<file path="config.mk">
export PLATFORM = sky130hd
export DESIGN_NAME = seq_shifter
export DESIGN_NICKNAME = d
export VERILOG_FILES = /design/src/rtl/seq_shifter_pkg.sv /design/src/rtl/seq_shifter_shift_step.sv /design/src/rtl/seq_shifter.sv
export SDC_FILE = /design/constraint.sdc
export NUM_CORES = 1
export LEC_CHECK = 0
export ABC_AREA = 1
export CAP_MARGIN = 20
export CORE_MARGIN = 3
export CORE_UTILIZATION = 60
export CTS_CLUSTER_DIAMETER = 200
export DETAILED_ROUTE_END_ITERATION = 6
export DONT_BUFFER_PORTS = 1
export PLACE_DENSITY = 0.76
export SYNTH_ARGS = -nofsm -noshare
export SYNTH_HDL_FRONTEND = slang
export SYNTH_SLANG_ARGS = --single-unit
</file>
<file path="constraint.sdc">
create_clock -name clk -period 2.4 [get_ports clk]
set_input_delay 0.48 -clock clk [delete_from_list [all_inputs] [get_ports clk]]
set_output_delay 0.48 -clock clk [all_outputs]
set_load 0.03 [all_outputs]
</file>
<file path="src/rtl/seq_shifter_pkg.sv">
// Shared op and FSM state encodings for the sequential shifter and the ALU control decoder.
// Build option SEQ_SHIFTER_ROTR_EN enables the rotate-right op in the shift datapath.
package seq_shifter_pkg;

  typedef enum logic [1:0] {
    SH_SLL  = 2'b00,
    SH_SRL  = 2'b01,
    SH_SRA  = 2'b10,
    SH_ROTR = 2'b11
  } sh_op_e;

  typedef enum logic [1:0] {
    ST_IDLE  = 2'b00,
    ST_SHIFT = 2'b01,
    ST_DONE  = 2'b10
  } sh_state_e;

  localparam int DATA_W = 32;
  localparam int AMT_W  = 5;
  localparam int STEP_W = 4;

  // Step size for this cycle: min(remaining, max_step); max_step is at most 8 so it fits STEP_W.
  function automatic logic [STEP_W-1:0] step_size(input logic [AMT_W-1:0] remaining,
                                                  input int max_step);
    if (int'(remaining) > max_step) begin
      return STEP_W'(max_step);
    end
    return remaining[STEP_W-1:0];
  endfunction

endpackage

</file>
<file path="src/rtl/seq_shifter_shift_step.sv">
// Combinational single step of the shifter: shifts the working operand by k positions.
// Op 11 rotates right only when SEQ_SHIFTER_ROTR_EN is defined; otherwise it is a logical right shift.
module shift_step
  import seq_shifter_pkg::*;
(
  input  logic [DATA_W-1:0] operand,
  input  sh_op_e            op,
  input  logic [STEP_W-1:0] k,
  output logic [DATA_W-1:0] shifted
);

  always_comb begin
    shifted = operand;
    case (op)
      SH_SLL:  shifted = operand << k;
      // Sign bit is never disturbed by >>>, so it keeps replicating the latched operand's bit 31.
      SH_SRA:  shifted = DATA_W'($signed(operand) >>> k);
`ifdef SEQ_SHIFTER_ROTR_EN
      SH_ROTR: shifted = (operand >> k) | (operand << (6'(DATA_W) - {2'b00, k}));
`endif
      default: shifted = operand >> k;
    endcase
  end

endmodule

</file>
<file path="src/rtl/seq_shifter.sv">
// Multi-cycle barrel-less shifter: shifts up to MAX_STEP positions per cycle under a small FSM.
// Define SEQ_SHIFTER_ROTR_EN to make op 11 a rotate right instead of a logical right shift.
module seq_shifter
  import seq_shifter_pkg::*;
#(
  parameter int MAX_STEP = 1
) (
  input  logic        clk,
  input  logic        reset,
  input  logic        start,
  input  logic [1:0]  op,
  input  logic [31:0] data_in,
  input  logic [31:0] amt_in,
  output logic        busy,
  output logic        done,
  output logic [31:0] result
);

  sh_state_e         state_reg;
  sh_op_e            op_reg;
  logic [DATA_W-1:0] work_reg;
  logic [AMT_W-1:0]  remaining_reg;
  logic              busy_reg;
  logic              done_reg;
  logic [STEP_W-1:0] k_step;
  logic [DATA_W-1:0] work_next;

  // Only the low five amount bits are meaningful.
  logic unused_amt;
  assign unused_amt = ^amt_in[31:AMT_W];

  assign k_step = step_size(remaining_reg, MAX_STEP);

  shift_step u_step (
    .operand (work_reg),
    .op      (op_reg),
    .k       (k_step),
    .shifted (work_next)
  );

  always_ff @(posedge clk or posedge reset) begin
    if (reset) begin
      state_reg     <= ST_IDLE;
      op_reg        <= SH_SLL;
      work_reg      <= '0;
      remaining_reg <= '0;
      busy_reg      <= 1'b0;
      done_reg      <= 1'b0;
    end else begin
      case (state_reg)
        ST_IDLE: begin
          done_reg <= 1'b0;
          if (start) begin
            work_reg      <= data_in;
            op_reg        <= sh_op_e'(op);
            remaining_reg <= amt_in[AMT_W-1:0];
            busy_reg      <= 1'b1;
            if (amt_in[AMT_W-1:0] != '0) begin
              state_reg <= ST_SHIFT;
            end else begin
              state_reg <= ST_DONE;
              done_reg  <= 1'b1;
            end
          end
        end
        ST_SHIFT: begin
          work_reg      <= work_next;
          remaining_reg <= remaining_reg - AMT_W'(k_step);
          if (remaining_reg == AMT_W'(k_step)) begin
            state_reg <= ST_DONE;
            done_reg  <= 1'b1;
          end
        end
        ST_DONE: begin
          // Any start seen here is dropped; the first IDLE cycle accepts the next request.
          state_reg <= ST_IDLE;
          busy_reg  <= 1'b0;
          done_reg  <= 1'b0;
        end
        default: begin
          state_reg <= ST_IDLE;
          busy_reg  <= 1'b0;
          done_reg  <= 1'b0;
        end
      endcase
    end
  end

  assign busy   = busy_reg;
  assign done   = done_reg;
  assign result = work_reg;

endmodule
</file>
==> impl_results.md <==
- Status: finished, final reports clean
- Switch Pwr: between 3 and 4 mW
- CTS Buf Count: 5
- Hold Path Class: in2async
- Max reg flops: 32
- Final hold violations: 0
- Worst setup path class: reg2reg
- Ports: 103
- Clk sink count: between 40 and 50
- First-pass GRT wire length: roughly 13 mm
- YS warnings: 0
- Worst Setup SP: remaining_reg[1]
- P per Cell Area: approximately 1900 nW/µm²
- Area contributors post-synth: dfrtp_1, nand2_1, nand3_1, nor2_1, o21ai_0
- Top_reg_cell synth: dfrtp_1
- DP HPWL: 5.020 mm
- Largest net degree at the start of global routing: 44
- Clk Latency, worst-skew pair: 0.31 ns
- CTS Buffer Depth: 2
- Share of cells above drive strength 1: 0.07639
- Int Power: approximately 2.5 mW
- Clock Power Share: 0.118
- Crit path DAT: ~2.2 ns
- Mapped Area: 3014 µm²
- Most common cell in the synthesized netlist: nand2_1
- Min Tclk post-route: between 1.5 and 2 ns
- Sequential area share after synthesis: 0.3570
- CP required: around 2.6 ns
- Inst Count DP: slightly below 500
- Routed wire length: around 7.5 mm
- EDFF count, synth: 0
- Pleak: roughly 1.5 nW
- Max Cap Viol: 0
- Synth top area share: 0.3570
- Drt first-iter violations: 144
- Setup violators final: 0
- Syn-to-layout area delta: 3.653%
- DP Area: 2988 µm²
- Placer Congestion: between 0.8 and 0.9
- Post-route ant nets: 0
- Post-CTS setup buffers: 0
- First-pass DRT Iterations: 4
- CTS tree: built
- Nets@finish: 502
- Total core area: 4786 µm²
- Average size of a mapped cell: ~6.7 µm²
- R2R Path Start: remaining_reg[1]
- Fin crit share: 0.8300
- Worst Setup End Kind: register
- Die Ht: just under 80 µm
- Root Driver: clkbuf_8
- Die X: 76.88 µm
- Net Sw Frac: 0.5609
- Initial antenna violation count: 0
- Final non-filler cell total: between 400 and 500
- Post-cts resize count: 0
- Yosys cell types: 30
- Peak VDD IR: approximately 0.87 mV
- Post-synth top area cell: dfrtp_1
- Drt wl/cell: about 15 µm
- Slew margin rel.: 0.6348
- R2R setup slack: between 0.4 and 0.5 ns
- Synth Net Count: 518
- Worst Path Max Fanout: 37
- Diode count: 0
- Vias in the first global route: 2,723
- Post-synthesis register bit count: 43
- Reg2reg end: result[29]
- Setup TNS: 0 ns
- PortBufs: 0
- Total number of vias: about 3k
- Startpoint Class: register
- Post-route DRC: 0
- Crit path to: result[29]
- GRT overflow: 0
- Clock transition at the registers of the reported paths: around 0.10 ns
- Worst R2R Path Depth: 7
- Clk_skew: roughly 0.014 ns
- H-tree Lvls: 2
- Synthesized instance count: between 400 and 500
- Gr usage total: 0.2640
- Cell area after layout: about 3100 µm²
- Worst-Margin Slew: 0.5479 ns
- Final Max Slew Viols: 0
- Site Rows: 25
- Flop pwr share: 0.366
- Leading cell types by count after synthesis: nand2_1, nand3_1, nor2_1
- Logic pwr share: 0.516
- Die area: 5910 µm²
- Unrepaired setup endpoints after global routing: false
- Ys async rst share: 1.000
- Max Clk Rate: 502.0 MHz
- Vias per cell: 5.840
- Hold_buf cts: 0
- Initial core utilization: 0.6298
## power by group through the flow
| stage | Combinational, mW | Sequential, mW | Clock (mW) |
|---|---|---|---|
| 2_1_floorplan | 2.56 | 2.00 | 0 |
| 3_5_place_dp | 2.96 | 2.13 | 0 |
| 3_3_place_gp | 2.87 | 2.13 | 0 |
| 4_1_cts | 2.98 | 2.12 | 0.691 |
| 5_1_grt | 3.45 | 2.18 | 0.721 |
| 6_report | 2.98 | 2.12 | 0.684 |
## cell type report
cell class              count  area [µm²]
repair buffers              8       60.06
multi-input cells         336        1627
flip-flops and latches     43        1076
clock inverters             3       67.56
clock buffers               5       68.82
fillers                   464        1662
inverters                  37       141.4
well taps                  67       83.83
## cells by family (layout without fill, tap and decap cells)
logic type	count (synthesis)	after routing	share of synthesized area
and+or+nand+nor	258	258	0.3914
AOI/OAI and AO/OA	75	75	0.1353
buffers and inverters	68	53	0.1042
DFF	43	43	0.3570
adders and majority gates	2	2	0.008301
muxes	1	1	0.003736
## stage by stage
| stage | util | hold WS (ns) | power, mW | setup WS [ns] |
|---|---|---|---|---|
| final | 0.6528 | 0.1831 | 5.783 | 0.4079 |
| after global routing | 0.6528 | 0.2373 | 6.349 | 0.2772 |
| after CTS | 0.6528 | 0.2014 | 5.789 | 0.4406 |
| after detailed placement | 0.6243 | 0.5377 | 5.095 | 0.4855 |
| after global placement | 0.6243 | 0.5348 | 5.000 | 0.5595 |
| after floorplan | - | 0.4989 | 4.559 | 0.9173 |
## worst max-delay path, stage by stage (launching register included)
cell     delay, ns
dfrtp_1       0.43
nor2_4        0.36
nand3_4       0.34
buf_4         0.36
nor2_1        0.15
nor2_1        0.05
nand3_1       0.10
a21oi_1       0.07
## layout by cell type (no fill, tap or decap), drive strengths merged
| master | count |
|---|---|
| dfrtp | 43 |
| nor2 | 56 |
| nand4 | 20 |
| o21ai | 41 |
| clkinv | 1 |
| o211ai | 3 |
| ha | 2 |
| mux2 | 1 |
| nand2 | 119 |
| nand3 | 60 |
| a31o | 1 |
| inv | 36 |
| clkinvlp | 1 |
| a22oi | 1 |
| clkbuf | 5 |
| bufinv | 2 |
| buf | 8 |
| o22ai | 1 |
| o31ai | 1 |
| a21oi | 27 |
| nand3b | 3 |
## how the worst min path moves through the flow
stage / start / endpoint / slack (ns) / cells after the start
floorplan: op_reg[0] / op_reg[0] / 0.50 / 1
global placement: reset / done / 0.53 / 2
detailed placement: reset / done / 0.54 / 2
CTS: reset / done / 0.20 / 2
global route: reset / result[31] / 0.24 / 2
finish: reset / done / 0.18 / 2
## routing by layer
layer | vias to the layer above | wire length, µm | track usage
li1 | 1443 | - | -
met1 | 1346 | 3318 | 0.3496
met2 | 114 | 3587 | 0.4277
met3 | 11 | 513 | 0.05634
met4 | 0 | 94 | 0.09058
met5 | - | 0 | 0
Power figures use the tool's default switching activity.
==> RTL change 1: new RTL, config.mk and constraints unchanged <==
Build with the macro `SEQ_SHIFTER_ROTR_EN` defined.
--- a/src/rtl/seq_shifter_shift_step.sv
+++ b/src/rtl/seq_shifter_shift_step.sv
@@ -1,4 +1,6 @@
 // Combinational single step of the shifter: shifts the working operand by k positions.
 // Op 11 rotates right only when SEQ_SHIFTER_ROTR_EN is defined; otherwise it is a logical right shift.
+`define SEQ_SHIFTER_ROTR_EN
+
 module shift_step
   import seq_shifter_pkg::*;
Formal check against the unedited RTL: not equivalent (Yosys sat finds a counterexample within 4 cycles, from zero or initial values and one cycle with reset high).
==> RTL change 1 against the unedited design <==
  * Sequential share of layout area is 4.4 points lower
  * First-iteration DRC count grew to 2.8 times the old value
  * Non-clock buffer count is 5 higher
  * Worst setup slack worse by 0.27 ns
  * Synthesized area is 13% higher
  * Sequential cell count stayed put
  * Routed wire length is 29% higher
  * Highest routed layer unchanged
  * Clock power is 2% higher
  * Design area is 15% higher
  * Cell count is 17% higher
  * Power is 6.1% higher
  * Hold slack worse by 0.073 ns
==> RTL change 1: results (changes against the unedited design) <==
The flow ran to the end, and the final reports show no timing, DRC or antenna violations. The run gives 41 (+37%) as the number of distinct library cells after synthesis. The share of cells above drive strength 1 came out at 0.0856 (+0.00921).

The startpoint identified for the worst register-to-register timing path is remaining_reg[3]. Worst-margin pin slew: 0.849 ns (+0.301 ns). The maximum single-stage delay on the critical path works out to 0.45 ns (+0.02 ns). The weighted congestion at the end of routability-driven global placement was 0.913 (+4.2%); the arrival time at the worst endpoint was 2.47 ns (+0.29 ns).

The run gives 0 (unchanged) as the setup violation total in the final timing report. The total number of H-tree levels was 2 (unchanged); the detailed-route wire length per cell was 16.6 µm (+9.9%). The fraction of power spent switching nets was 0.560 (-0.00123). The maximum fanout along the worst path was 16 (-57%); the clock network latency to the later pin of the worst-skew pair was 0.31 ns (about the same). The run gives 0.00173 µW (+12%) as the leakage power total. In this run the clock root is driven by a sky130_fd_sc_hd__clkbuf_8. The number of optimization iterations in the first detailed-route pass was 5 (+1); the half-perimeter wire length of the detailed placement result was 7050 µm (+40%). The area of the die came out at 6600 µm² (+12%). The synthesized net count was 595 (+15%). Yosys attributes the largest share of cell area to sky130_fd_sc_hd__dfrtp_1 32%, sky130_fd_sc_hd__nand2_1 19%, sky130_fd_sc_hd__inv_1 6.3%. The logs give 0.912 mV (+4.4%) for the peak supply drop and 0.14 ns (-0.27 ns) for the slack of the worst reg-to-reg path. The largest net degree at the start of global routing is 45 (+2.3%), and the total global-route track usage is 0.309 (+0.0454). The wire length of the first global-routing pass came out at 15,900 µm (+24%). The final layout net count came out at 585 (+17%).

The share of the yosys chip area belonging to registers was 0.317 (-0.0402). The number of global-route vias before repair was 3,341 (+23%). The length in cells of the worst reg-to-reg path was 15 (+8). Clock tree skew after final layout: 0.00623 ns (-0.00794 ns).

For the standard cell area after detailed placement, the log shows 3430 µm² (+15%). The commonest cells after synthesis are 168 x sky130_fd_sc_hd__nand2_1, 57 x sky130_fd_sc_hd__inv_1, 43 x sky130_fd_sc_hd__dfrtp_1.
[RTL change 1: cell types whose count changed after synthesis, moves of 13 or more]
cell / unedited run / this run
sky130_fd_sc_hd__nand4_1: 20 / 7
sky130_fd_sc_hd__nand2_1: 118 / 168
sky130_fd_sc_hd__nor2_1: 51 / 28
sky130_fd_sc_hd__o22ai_1: 0 / 17
sky130_fd_sc_hd__nand3_1: 59 / 38
sky130_fd_sc_hd__inv_1: 33 / 57
sky130_fd_sc_hd__o211ai_1: 2 / 16
[RTL change 1: power by group through the flow]
stage                     clock network (µW)  logic [µW]  registers (µW)
final                                    696        3390            2050
after floorplan                            0        2630            1970
after global placement                     0        3220            2050
after CTS                                699        3340            2050
after global routing                     746        3840            2100
after detailed placement                   0        3320            2070
[RTL change 1: stage by stage]
step | instances | setup WS (ns) | hold slack (ns) | util
6_report | 584 | 0.140 | 0.111 | 0.675
5_1_grt | 584 | 0.0130 | 0.149 | 0.675
4_1_cts | 583 | 0.163 | 0.136 | 0.672
3_5_place_dp | 575 | 0.186 | 0.472 | 0.646
3_3_place_gp | 575 | 0.197 | 0.469 | 0.646
2_1_floorplan | 523 | 0.0252 | 0.505 | -
[RTL change 1: worst max-delay path by stage]
| stage | cells past startpoint | slack, ns | end |
|---|---|---|---|
| after floorplan | 13 | 0.03 | result[19] |
| after global placement | 15 | 0.20 | result[29] |
| after detailed placement | 15 | 0.19 | result[29] |
| after CTS | 15 | 0.16 | result[29] |
| after global routing | 15 | 0.01 | result[29] |
| final | 15 | 0.14 | result[29] |
[RTL change 1: kinds of logic after synthesis]
kind of cell               count (synthesis)  synth area share
AOI/OAI and AO/OA                        125             0.229
other                                      1           0.00110
and+or+nand+nor                          258             0.325
DFF                                       43             0.317
buffers and inverters                     91             0.112
xor gates and xnor gates                   2           0.00516
adders and majority gates                  3            0.0111
[RTL change 1: cell type report]
| type | count | area [µm²] |
|---|---|---|
| inverter | 61 | 229 |
| sequential | 43 | 1080 |
| clock buffer | 5 | 68.8 |
| tap | 70 | 87.6 |
| timing repair buffer | 13 | 101 |
| fill | 500 | 1720 |
| multi-input combinational | 389 | 1950 |
| clock inverter | 3 | 67.6 |
[RTL change 1: what timing repair did]
action | CTS | global route
gates resized for setup | 0 | 3
buffers inserted | 0 | 1
hold endpoints to repair | 0 | 0
hold buffers | 0 | 0
endpoints found under the setup margin | 0 | 3
[RTL change 1: layer usage]
metal  wire (µm)  GRT usage  part of all wire
met5           0          0                 0
met2        4670      0.507              0.48
met3         754     0.0510             0.078
met4         226      0.110             0.023
met1        4020      0.412              0.42
==> RTL change 2: new RTL, config.mk and constraints unchanged <==
Made on the original files. Re-encode `sh_state_e` (3 states) as one-hot, 3 bits wide.
--- a/src/rtl/seq_shifter_pkg.sv
+++ b/src/rtl/seq_shifter_pkg.sv
@@ -10,8 +10,8 @@
   } sh_op_e;
 
-  typedef enum logic [1:0] {
-    ST_IDLE  = 2'b00,
-    ST_SHIFT = 2'b01,
-    ST_DONE  = 2'b10
+  typedef enum logic [2:0] {
+    ST_IDLE  = 3'b001,
+    ST_SHIFT = 3'b010,
+    ST_DONE  = 3'b100
   } sh_state_e;
 
Formal check against the unedited RTL: same outputs for any inputs over 10 cycles, from zero or initial values and one cycle with reset high; not proved beyond that.
==> RTL change 2 against the unedited design <==
  * Power decreased by 19%
  * Hold slack got worse by 0.0027 ns
  * Synthesized area decreased by 4.8%
  * Sequential share of layout area increased by 4.1 points
  * Routed wire length decreased by 8.5%
  * Worst setup slack improved by 0.16 ns
  * Sequential cell count increased by 1
  * Design area decreased by 8.5%
  * Critical endpoint is now result[21]
==> RTL change 2: results (changes against the unedited design) <==
The flow ran to the end, and the final reports show no timing, DRC or antenna violations. The maximum fanout along the worst path was 63 (+70%). Fraction of area in clock buffers and inverters: 0.0271 (-0.0165).

The end of the worst register-to-register path was result[21]. The maximum single-stage delay on the critical path is 0.52 ns (+0.09 ns), and the count of non-CTS buffers in the layout is 5 (-3). The post-synthesis average cell area is 7.39 µm² (+9.7%). The remaining max-slew budget at the tightest pin is 0.585 (-0.0495). The wire length of the first global-routing pass is 10,800 µm (-16%), and the number of optimization iterations in the first detailed-route pass is 5 (+1).

The met1 wire length came out at 3000 µm (-9.6%). The share of the yosys chip area belonging to registers was 0.384 (+0.0272); the layout filler cell count was 398 (-14%). The area of the multi-input gates came out at 1410 µm² (-13%). For the smallest hold slack, the log shows 0.180 ns (-0.00272 ns). The layout buffering overhead excluding clock cells was 0.0131 (-0.00609); the global routing met2 resource utilization was 0.408 (-0.0196). The origin of the critical flop-to-flop path is remaining_reg[3]. The number of clock buffer instances in the layout was 6 (+1); the standard cell area after detailed placement was 2780 µm² (-7.0%). The share of cells above drive strength 1 is 0.0853 (+0.00894), and the synthesized-area fraction occupied by ao, oa, aoi and oai cells is 0.145 (+0.00990). The logs give 0.330 (-0.0194) for the global routing met1 resource utilization and 0.870 mV (-0.38%) for the peak supply drop. The weighted congestion at the end of routability-driven global placement is 0.826 (-5.8%), and the cell total after placement is 420 (-14%).

The total number of vias came out at 2,560 (-12%). The design area is 2860 µm² (-8.5%), and the half-perimeter wire length of the detailed placement result is 4570 µm (-9.1%). By area the synthesized netlist is led by sky130_fd_sc_hd__dfrtp_1 38%, sky130_fd_sc_hd__nand3_1 16%, sky130_fd_sc_hd__nand2_1 9.9%.

The run gives 482 µm (-6.0%) as the total length of routed met3 wires.
## RTL change 2: cell count changes after synthesis, moves of 7 or more
cell                      before  now
sky130_fd_sc_hd__nor2_1       51   13
sky130_fd_sc_hd__nand4_1      20    0
sky130_fd_sc_hd__nand3_1      59   92
sky130_fd_sc_hd__nand2_1     118   76
sky130_fd_sc_hd__o21a_1        0   10
sky130_fd_sc_hd__o21ai_0      32   25
sky130_fd_sc_hd__inv_1        33   40
## RTL change 2: report_power, final
part | internal (µW) | leakage [µW] | switching [µW]
registers | 1100 | 0.000523 | 975
clock network | 199 | 0.0000410 | 260
logic | 752 | 0.000802 | 1410
total | 2050 | 0.00137 | 2640
## RTL change 2: how the worst max path moves through the flow
stage,end,slack (ns),cells past startpoint
6_report,result[21],0.57,7
2_1_floorplan,busy,0.89,1
5_1_grt,result[21],0.37,7
3_5_place_dp,result[21],0.62,7
3_3_place_gp,result[21],0.64,7
4_1_cts,result[21],0.60,7
